--- src/rtl/bin_to_bcd_seq_if.sv ---
// ============================================================================
// Module   : bin_to_bcd_seq_if
// Brief    : Start/result bundle for the bin_to_bcd_seq double-dabble converter
// Revision : 1.0
// ============================================================================
`default_nettype none

interface bin_to_bcd_seq_if #(
  parameter int WIDTH  = 8,
  parameter int DIGITS = 3
);
  logic                  init;
  logic [WIDTH-1:0]      bin;
  logic [4*DIGITS-1:0]   bcd;
  logic                  sign;
  logic                  busy;
  logic                  done;

  modport master (output init, output bin, input bcd, input sign, input busy, input done);
  modport slave  (input init, input bin, output bcd, output sign, output busy, output done);
endinterface

`default_nettype wire

--- src/rtl/bin_to_bcd_seq.sv ---
// ============================================================================
// Module   : bin_to_bcd_seq
// Brief    : Sequential double-dabble binary-to-packed-BCD converter, one bit
//            per add-3/shift pair. Optional macro BCD_SIGNED_EN treats the
//            input as two's complement and reports the sign separately.
// Revision : 1.0
// ============================================================================
`default_nettype none

module bin_to_bcd_seq #(
  parameter int WIDTH  = 8,
  parameter int DIGITS = 3
) (
  input  wire logic       clk,
  input  wire logic       rst,
  bin_to_bcd_seq_if.slave bus
);

  localparam int TOT = 4*DIGITS + WIDTH;
  localparam int CW  = $clog2(WIDTH+1);

  typedef enum logic [1:0] {
    S_IDLE = 2'd0,
    S_ADD3 = 2'd1,
    S_SHIFT = 2'd2,
    S_DONE = 2'd3
  } state_t;

  state_t              r_state;
  logic [TOT-1:0]      r_scratch;
  logic [CW-1:0]       r_cnt;
  logic [4*DIGITS-1:0] r_bcd;
  logic                r_busy;
  logic                r_done;
  logic [TOT-1:0]      w_add3;
  logic [TOT-1:0]      w_shifted;
  logic [WIDTH-1:0]    w_mag;

  // Per-digit +3 correction; digits are independent, no carry between them.
  always_comb begin
    w_add3 = r_scratch;
    for (int d = 0; d < DIGITS; d++) begin
      if (r_scratch[WIDTH+4*d +: 4] >= 4'd5)
        w_add3[WIDTH+4*d +: 4] = r_scratch[WIDTH+4*d +: 4] + 4'd3;
    end
  end

  assign w_shifted = {r_scratch[TOT-2:0], 1'b0};

`ifdef BCD_SIGNED_EN
  logic r_sign;
  logic r_sign_lat;

  assign w_mag = bus.bin[WIDTH-1] ? (~bus.bin + {{(WIDTH-1){1'b0}}, 1'b1}) : bus.bin;

  always_ff @(posedge clk or posedge rst) begin
    if (rst) begin
      r_sign     <= 1'b0;
      r_sign_lat <= 1'b0;
    end else begin
      if (r_state == S_IDLE && bus.init)
        r_sign_lat <= bus.bin[WIDTH-1];
      if (r_state == S_SHIFT && r_cnt == CW'(1))
        r_sign <= r_sign_lat;
    end
  end

  assign bus.sign = r_sign;
`else
  assign w_mag    = bus.bin;
  assign bus.sign = 1'b0;
`endif

  always_ff @(posedge clk or posedge rst) begin
    if (rst) begin
      r_state   <= S_IDLE;
      r_scratch <= '0;
      r_cnt     <= '0;
      r_bcd     <= '0;
      r_busy    <= 1'b0;
      r_done    <= 1'b0;
    end else begin
      case (r_state)
        S_IDLE: begin
          r_done <= 1'b0;
          if (bus.init) begin
            r_scratch <= {{(4*DIGITS){1'b0}}, w_mag};
            r_cnt     <= CW'(WIDTH);
            r_busy    <= 1'b1;
            r_state   <= S_ADD3;
          end
        end
        S_ADD3: begin
          r_scratch <= w_add3;
          r_state   <= S_SHIFT;
        end
        S_SHIFT: begin
          r_scratch <= w_shifted;
          r_cnt     <= r_cnt - CW'(1);
          // Last bit: publish the result on the same edge as the final shift.
          if (r_cnt == CW'(1)) begin
            r_bcd   <= w_shifted[TOT-1:WIDTH];
            r_busy  <= 1'b0;
            r_done  <= 1'b1;
            r_state <= S_DONE;
          end else begin
            r_state <= S_ADD3;
          end
        end
        S_DONE: begin
          r_done  <= 1'b0;
          r_state <= S_IDLE;
        end
        default: r_state <= S_IDLE;
      endcase
    end
  end

  assign bus.bcd  = r_bcd;
  assign bus.busy = r_busy;
  assign bus.done = r_done;

endmodule

`default_nettype wire

--- src/flat_wrapper.sv ---
// flat-port wrapper written by rule: the top's interface ports become plain ports
module bin_to_bcd_seq_flat 
#(
  parameter int WIDTH  = 8,
  parameter int DIGITS = 3
)
  (clk, rst, bus_init, bus_bin, bus_bcd, bus_sign, bus_busy, bus_done);
  bin_to_bcd_seq_if #(.WIDTH(WIDTH), .DIGITS(DIGITS)) bus_i ();
  input  wire logic clk;
  input  wire logic rst;
  input wire logic [$bits(bus_i.init)-1:0] bus_init;
  input wire logic [$bits(bus_i.bin)-1:0] bus_bin;
  output wire logic [$bits(bus_i.bcd)-1:0] bus_bcd;
  output wire logic [$bits(bus_i.sign)-1:0] bus_sign;
  output wire logic [$bits(bus_i.busy)-1:0] bus_busy;
  output wire logic [$bits(bus_i.done)-1:0] bus_done;
  assign bus_i.init = bus_init;
  assign bus_i.bin = bus_bin;
  assign bus_bcd = bus_i.bcd;
  assign bus_sign = bus_i.sign;
  assign bus_busy = bus_i.busy;
  assign bus_done = bus_i.done;
  bin_to_bcd_seq #(.WIDTH(WIDTH), .DIGITS(DIGITS)) u_core (.clk(clk), .rst(rst), .bus(bus_i));
endmodule
--- config.mk ---
export PLATFORM = sky130hd
export DESIGN_NAME = bin_to_bcd_seq_flat
export DESIGN_NICKNAME = d
export VERILOG_FILES = /design/src/rtl/bin_to_bcd_seq_if.sv /design/src/rtl/bin_to_bcd_seq.sv /design/src/flat_wrapper.sv
export SDC_FILE = /design/constraint.sdc
export NUM_CORES = 1
export LEC_CHECK = 0
export CAP_MARGIN = 20
export CELL_PAD_IN_SITES_DETAIL_PLACEMENT = 1
export CELL_PAD_IN_SITES_GLOBAL_PLACEMENT = 1
export CORE_MARGIN = 2
export CORE_UTILIZATION = 47
export DETAILED_ROUTE_END_ITERATION = 12
export PLACE_DENSITY_LB_ADDON = 0.1
export SLEW_MARGIN = 15
export SYNTH_ARGS = -nofsm -noshare
export SYNTH_HDL_FRONTEND = slang
export SYNTH_SLANG_ARGS = --single-unit
export TNS_END_PERCENT = 30
--- constraint.sdc ---
create_clock -name clk -period 3.75 [get_ports clk]
set_input_delay 0.75 -clock clk [delete_from_list [all_inputs] [get_ports clk]]
set_output_delay 0.75 -clock clk [all_outputs]
set_load 0.01 [all_outputs]
* After elaboration in Yosys (flattened, before gate mapping)
Cells that the tools add are included.
** Operators by class
- Bitwise gates (word level) :: 1
- Reductions and logical operators :: 13
- Add/sub/neg operators :: 4
- Order comparisons :: 3
- Eq/ne operators :: 9
- Mux-type cells :: 15
** Operators with widths (count)
- 20-bit case mux with 3 select lines :: 1
- 20-bit 2-to-1 mux :: 1
- 4-bit 2-to-1 mux :: 4
- 3-bit AND reduction :: 5
- 4-bit by 2-bit adder with 4-bit output, second input constant :: 3
- 4-bit by 3-bit greater-or-equal comparator with 1-bit output, second input constant :: 3
- 2-bit by 1-bit inequality test with 1-bit output, second input constant :: 4
- 2-bit case mux with 4 select lines :: 1
- 4-bit case mux with 2 select lines :: 1
- 2-bit AND reduction :: 3
- 2-bit == test, second input constant :: 2
- 4-bit by 1-bit == test with 1-bit output, second input constant :: 1
- 2-bit 2-to-1 mux :: 2
- 1-bit case mux with 2 select lines :: 2
- 2-bit nonzero test :: 2
- 4-bit by 1-bit subtractor with 4-bit output, second input constant :: 1
- 1-bit 2-to-1 mux :: 3
- 3-bit nonzero test :: 1
- 2-bit by 1-bit == test with 1-bit output, second input constant :: 1
- 2-bit zero test :: 1
- 2-bit inequality test, second input constant :: 1
- 2-bit OR reduction :: 1
- 1-bit inverter :: 1
** Word-level totals
- Bits of input ports :: 11
- Logic and storage cells :: 54
- Output and inout port bits :: 15
- Bits in registers :: 40

* Longest topological paths before layout
- Depth in word-level cells :: 4
- Gate-level depth with buffers :: 8
- Depth with buffers taken out :: 6

* Worst setup path before layout
OpenSTA, ideal clock, no wires.
- Path type :: in2reg
- Start point :: input port bus_init
- End point :: register u_core.r_scratch[14]
- Setup slack :: 2.074 ns
- Cell stages on the path :: 4
- Library setup time :: 0.125 ns
- Arrival time :: 1.551 ns
- Path buffers :: 0
- Data required time :: 3.625 ns
- Cells stage by stage :: nand2b_4 nand2b_4 a31oi_2 mux2_4
** Between the ends
- Cells in the longest elaborated chain, start to end :: 2
** RTL lines
- start: declaration :: RTL line flat_wrapper.sv:11 : input wire logic [$bits(bus_i.init)-1:0] bus_init;
- 2-bit inequality test (no line)
- 3-bit AND reduction (no line)
- end signal: assignment :: RTL line bin_to_bcd_seq.sv:87 : r_scratch <= {{(4*DIGITS){1'b0}}, w_mag};
- end signal: assignment :: RTL line bin_to_bcd_seq.sv:94 : r_scratch <= w_add3;
- end signal: assignment :: RTL line bin_to_bcd_seq.sv:98 : r_scratch <= w_shifted;
- end: declaration :: RTL line bin_to_bcd_seq.sv:30 : logic [TOT-1:0] r_scratch;
No other way between the ends.
A chain may end at the register's enable or synchronous reset.

* Worst setup path in the final report
- Start point :: register u_core.r_state[1]
- End point :: register u_core.r_scratch[19]
** Between the ends
- Cells in the longest elaborated chain, start to end :: 3
- Elaborated cells between the ends (all ways) :: 8
- Classes of those cells :: eq/ne (4); mux (1); reduce/logical (3)
** RTL lines
- start: declaration :: RTL line bin_to_bcd_seq.sv:29 : state_t r_state;
- start signal: assignment :: RTL line bin_to_bcd_seq.sv:76 : r_state <= S_IDLE;
- start signal: assignment :: RTL line bin_to_bcd_seq.sv:90 : r_state <= S_ADD3;
- start signal: assignment :: RTL line bin_to_bcd_seq.sv:95 : r_state <= S_SHIFT;
- 2-bit by 1-bit == test with 1-bit output (tied with other cells) :: RTL line bin_to_bcd_seq.sv:83 : case (r_state)
- 2-bit by 1-bit inequality test with 1-bit output (no line) (tied with other cells)
- 3-bit AND reduction (no line)
Several ways; a longest one is shown, not always the timed one.

==> key figures <==
Power
  – Clk pwr share: between 10% and 20%
  – Comb power frac: 50.0%
  – P_leak: between 1 and 1.5 nW
  – Switching share of total power: between 40% and 50%
  – Seq pwr share: a little over a third
  – Peak VDD IR: around 0.27 mV
  – PwrDens: approximately 750 nW/um2
  – P_sw: just over 800 uW
  – Internal power: 1.076 mW

STA
  – Final hold violation count: 0
  – Setup Skew: approximately 0.007 ns
  – Hold Slack: 0.5045 ns
  – Min Clock Period, post-route: 2.305 ns
  – Slew HR: between 50% and 60%
  – Slew Viols, Final: 0
  – Post-Route Setup TNS: 0 ns
  – Worst-Margin Slew: ~0.7 ns
  – Tcrit/Tclk final: 61.47%
  – Max Freq: 0.4338 GHz
  – # setup viols final: 0
  – RSZ-0062 raised after global routing: no

Routing
  – Residual DRC: 0
  – 1st-iter DRT viols: 73
  – DR vias/cell: roughly 5.6
  – Drt first pass iters: 4
  – Vias: around 1600
  – Post-DRT Antenna Nets: 0
  – Routed WL: 4857 um
  – WL per Instance: 17.04 um

Finish
  – # nets final: 258
  – Area of the multi-input gates: approximately 1100 um2
  – Post-Layout Cell Count: between 200 and 300
  – Finished Cell Area: about 2500 um2
  – Diode count: 0
  – Fillers: a little under 500
  – FF/Latch Area: 1001 um2
  – Layout cells sized above 1: between 10 and 15%
  – Synth-to-layout area growth: 15.44%

Synthesis
  – Top-count cell post-synth: dfrtp_1
  – Synth unique cells: 40
  – Ys Warns: 0
  – Synth cell count leaders: 40 x dfrtp_1, 19 x a21oi_1, 18 x o21ai_0, 17 x inv_1, 16 x nand2_1
  – Mapped Cells: approximately 210
  – Synth top area cells: dfrtp_1 46%, mux2_2 7.7%, ha_1 6.9%, a21oi_1 4.4%, o21ai_0 4.1%
  – Leading area contributor after synthesis: dfrtp_1
  – Main flop type after synthesis: dfrtp_1
  – Netlist Area Pre-Place: around 2200 um2
  – Post-synth EDFFs: 0
  – Post-Syn Area per Cell: approximately 10 um2
  – Post-synth top area share: between 40 and 50%
  – Register area share after synthesis: about 46%
  – Asr flop ratio synth: 100.0%
  – Yosys reg bits: 40
  – Synthesized Nets: approximately 230

Setup path
  – Req. time, crit path: approximately 4.0 ns
  – Crit Path Class: register to register
  – Critical path endpoint category: register
  – Crit path DAT: around 2.5 ns
  – R2R depth: 6
  – R2R setup slack: ~1.4 ns
  – Critical-path top delay cell: ha_1
  – Critical path launch point type: register
  – Reg-to-Reg Start: u_core.r_state[1]$_DFFE_PP0P_
  – Terminus of the critical flop-to-flop path: u_core.r_scratch[19]$_DFFE_PP0P_
  – Worst Path Max Fanout: 20
  – Top delay family on crit path: adder cells
  – Crit-path cells: inv_1 -> ha_1 -> and2_1 -> nand2_1 -> o21ai_0 -> a22o_1
  – Slowest stage delay, CP: between 0.7 and 0.8 ns
  – CP Buf/Inv Count: 1

Place
  – PortBufs: 24
  – DP Cell Count: 280
  – GPL Wtd Cong: slightly above 0.8
  – Dpl cell area: 2447 um2
  – HPWL after detailed placement: ~3500 um

Clock network
  – CTS tree: done
  – Post-CTS sizing: 0
  – Clk buf depth: 2
  – Clock Pin Slew Worst Setup and Hold Paths: ~0.07 ns
  – Clock tree root driver cell: clkbuf_8
  – CTS sink count: 40
  – H-tree Lvls: 2
  – Post-cts hold buffer count: 0
  – Worst-Skew Late Latency: roughly 0.29 ns
  – CTS buffer count: 5
  – Post-CTS Repair Setup Buffers: 0

Die
  – Ports: 26
  – Initial Utilization: 49.38%
  – Rows: 24
  – Die Ht: between 70 and 80 um
  – Die ar.: 5198 um2
  – Die X: approximately 70 um
  – Core area: roughly 4400 um2

Flow run
  – # Max-Cap Violations: 0

Global routing
  – Largest net degree at the start of global routing: 41
  – Global-route wire length before repair: 8093 um
  – Grt total ovfl: 0
  – GRT Total Usage: 20.44%
  – Vias in the first global route: between 1500 and 2000
  – Initial antenna violation count: 0

Worst hold path
  – Hold EP: u_core.bus.bcd[7]$_DFFE_PP0P_
  – Min-delay worst type: register to register
  – Hold Path Depth: 1
  – Hold Startpoint: u_core.bus.bcd[7]$_DFFE_PP0P_

Status
  – Status: completed
-- kinds of logic after synthesis --
logic type,share of synthesized area (%)
flip-flops,45.92
AND/OR/NAND/NOR,13.32
XOR/XNOR,2.010
buffers and inverters,4.994
multiplexers,12.80
adder cells (fa/ha/maj),6.888
AO/OA/AOI/OAI,13.89
other,0.1721
-- state kept, by name, summed over array words and instances (netlist names) --
register	flops
u_core.r_state	2
u_core.bus.busy	1
u_core.bus.bcd	12
u_core.bus.done	1
u_core.r_cnt	4
u_core.r_scratch	20
-- cells in the final DEF, fill, tap and decap left out, types with 2 or more instances in the layout --
| cell | instances |
|---|---|
| and2_1 | 2 |
| xnor2_1 | 2 |
| mux2_2 | 15 |
| nor2b_1 | 8 |
| a22o_1 | 4 |
| a21oi_1 | 19 |
| o21ai_0 | 18 |
| clkbuf_8 | 5 |
| dfrtp_1 | 40 |
| nand2b_4 | 2 |
| nand2_1 | 16 |
| mux2i_1 | 7 |
| nand3_1 | 4 |
| inv_1 | 17 |
| xor2_1 | 3 |
| nor2_1 | 13 |
| clkdlybuf4s50_1 | 24 |
| a21oi_2 | 3 |
| ha_1 | 12 |
-- how the worst max path moves through the flow --
stage	slack [ns]	start	cells after the start	endpoint
6_report	1.44	u_core.r_state[1]$_DFFE_PP0P_	6	u_core.r_scratch[19]$_DFFE_PP0P_
5_1_grt	1.30	u_core.r_state[1]$_DFFE_PP0P_	6	u_core.r_scratch[19]$_DFFE_PP0P_
4_1_cts	1.46	u_core.r_state[1]$_DFFE_PP0P_	6	u_core.r_scratch[19]$_DFFE_PP0P_
3_5_place_dp	1.37	bus_init	5	u_core.r_scratch[14]$_DFFE_PP0P_
3_3_place_gp	1.44	bus_init	5	u_core.r_scratch[14]$_DFFE_PP0P_
2_1_floorplan	2.07	bus_init	4	u_core.r_scratch[14]$_DFFE_PP0P_
-- final cells by class --
type,count,share of cell area [%]
clock buffer,5,2.735
sequential,40,39.78
tap,52,2.586
inverter,17,2.536
timing repair buffer,25,9.846
multi-input combinational,146,42.52
-- per-layer routing --
layer | wire length [um] | GRT usage [%] | part of all wire [%]
met2 | 2469 | 34.05 | 51
met1 | 2171 | 26.24 | 45
met4 | 62 | 7.128 | 1.3
met3 | 153 | 4.583 | 3.2
met5 | 0 | 0 | 0
-- power groups by stage --
| stage | Clock, mW | Combinational [mW] | Sequential (mW) |
|---|---|---|---|
| 4_1_cts | 0.267 | 0.950 | 0.690 |
| 3_5_place_dp | 0 | 0.942 | 0.699 |
| 2_1_floorplan | 0 | 0.715 | 0.674 |
| 3_3_place_gp | 0 | 0.886 | 0.684 |
| 5_1_grt | 0.282 | 1.05 | 0.715 |
| 6_report | 0.254 | 0.944 | 0.691 |
-- stage by stage --
stage	util [%]	power, mW	worst slack [ns]
3_5_place_dp	55.44	1.641	1.371
5_1_grt	57.00	2.042	1.298
6_report	57.00	1.888	1.445
3_3_place_gp	55.44	1.570	1.438
4_1_cts	57.00	1.907	1.458
2_1_floorplan	-	1.389	2.074
Power figures use the tool's default switching activity.
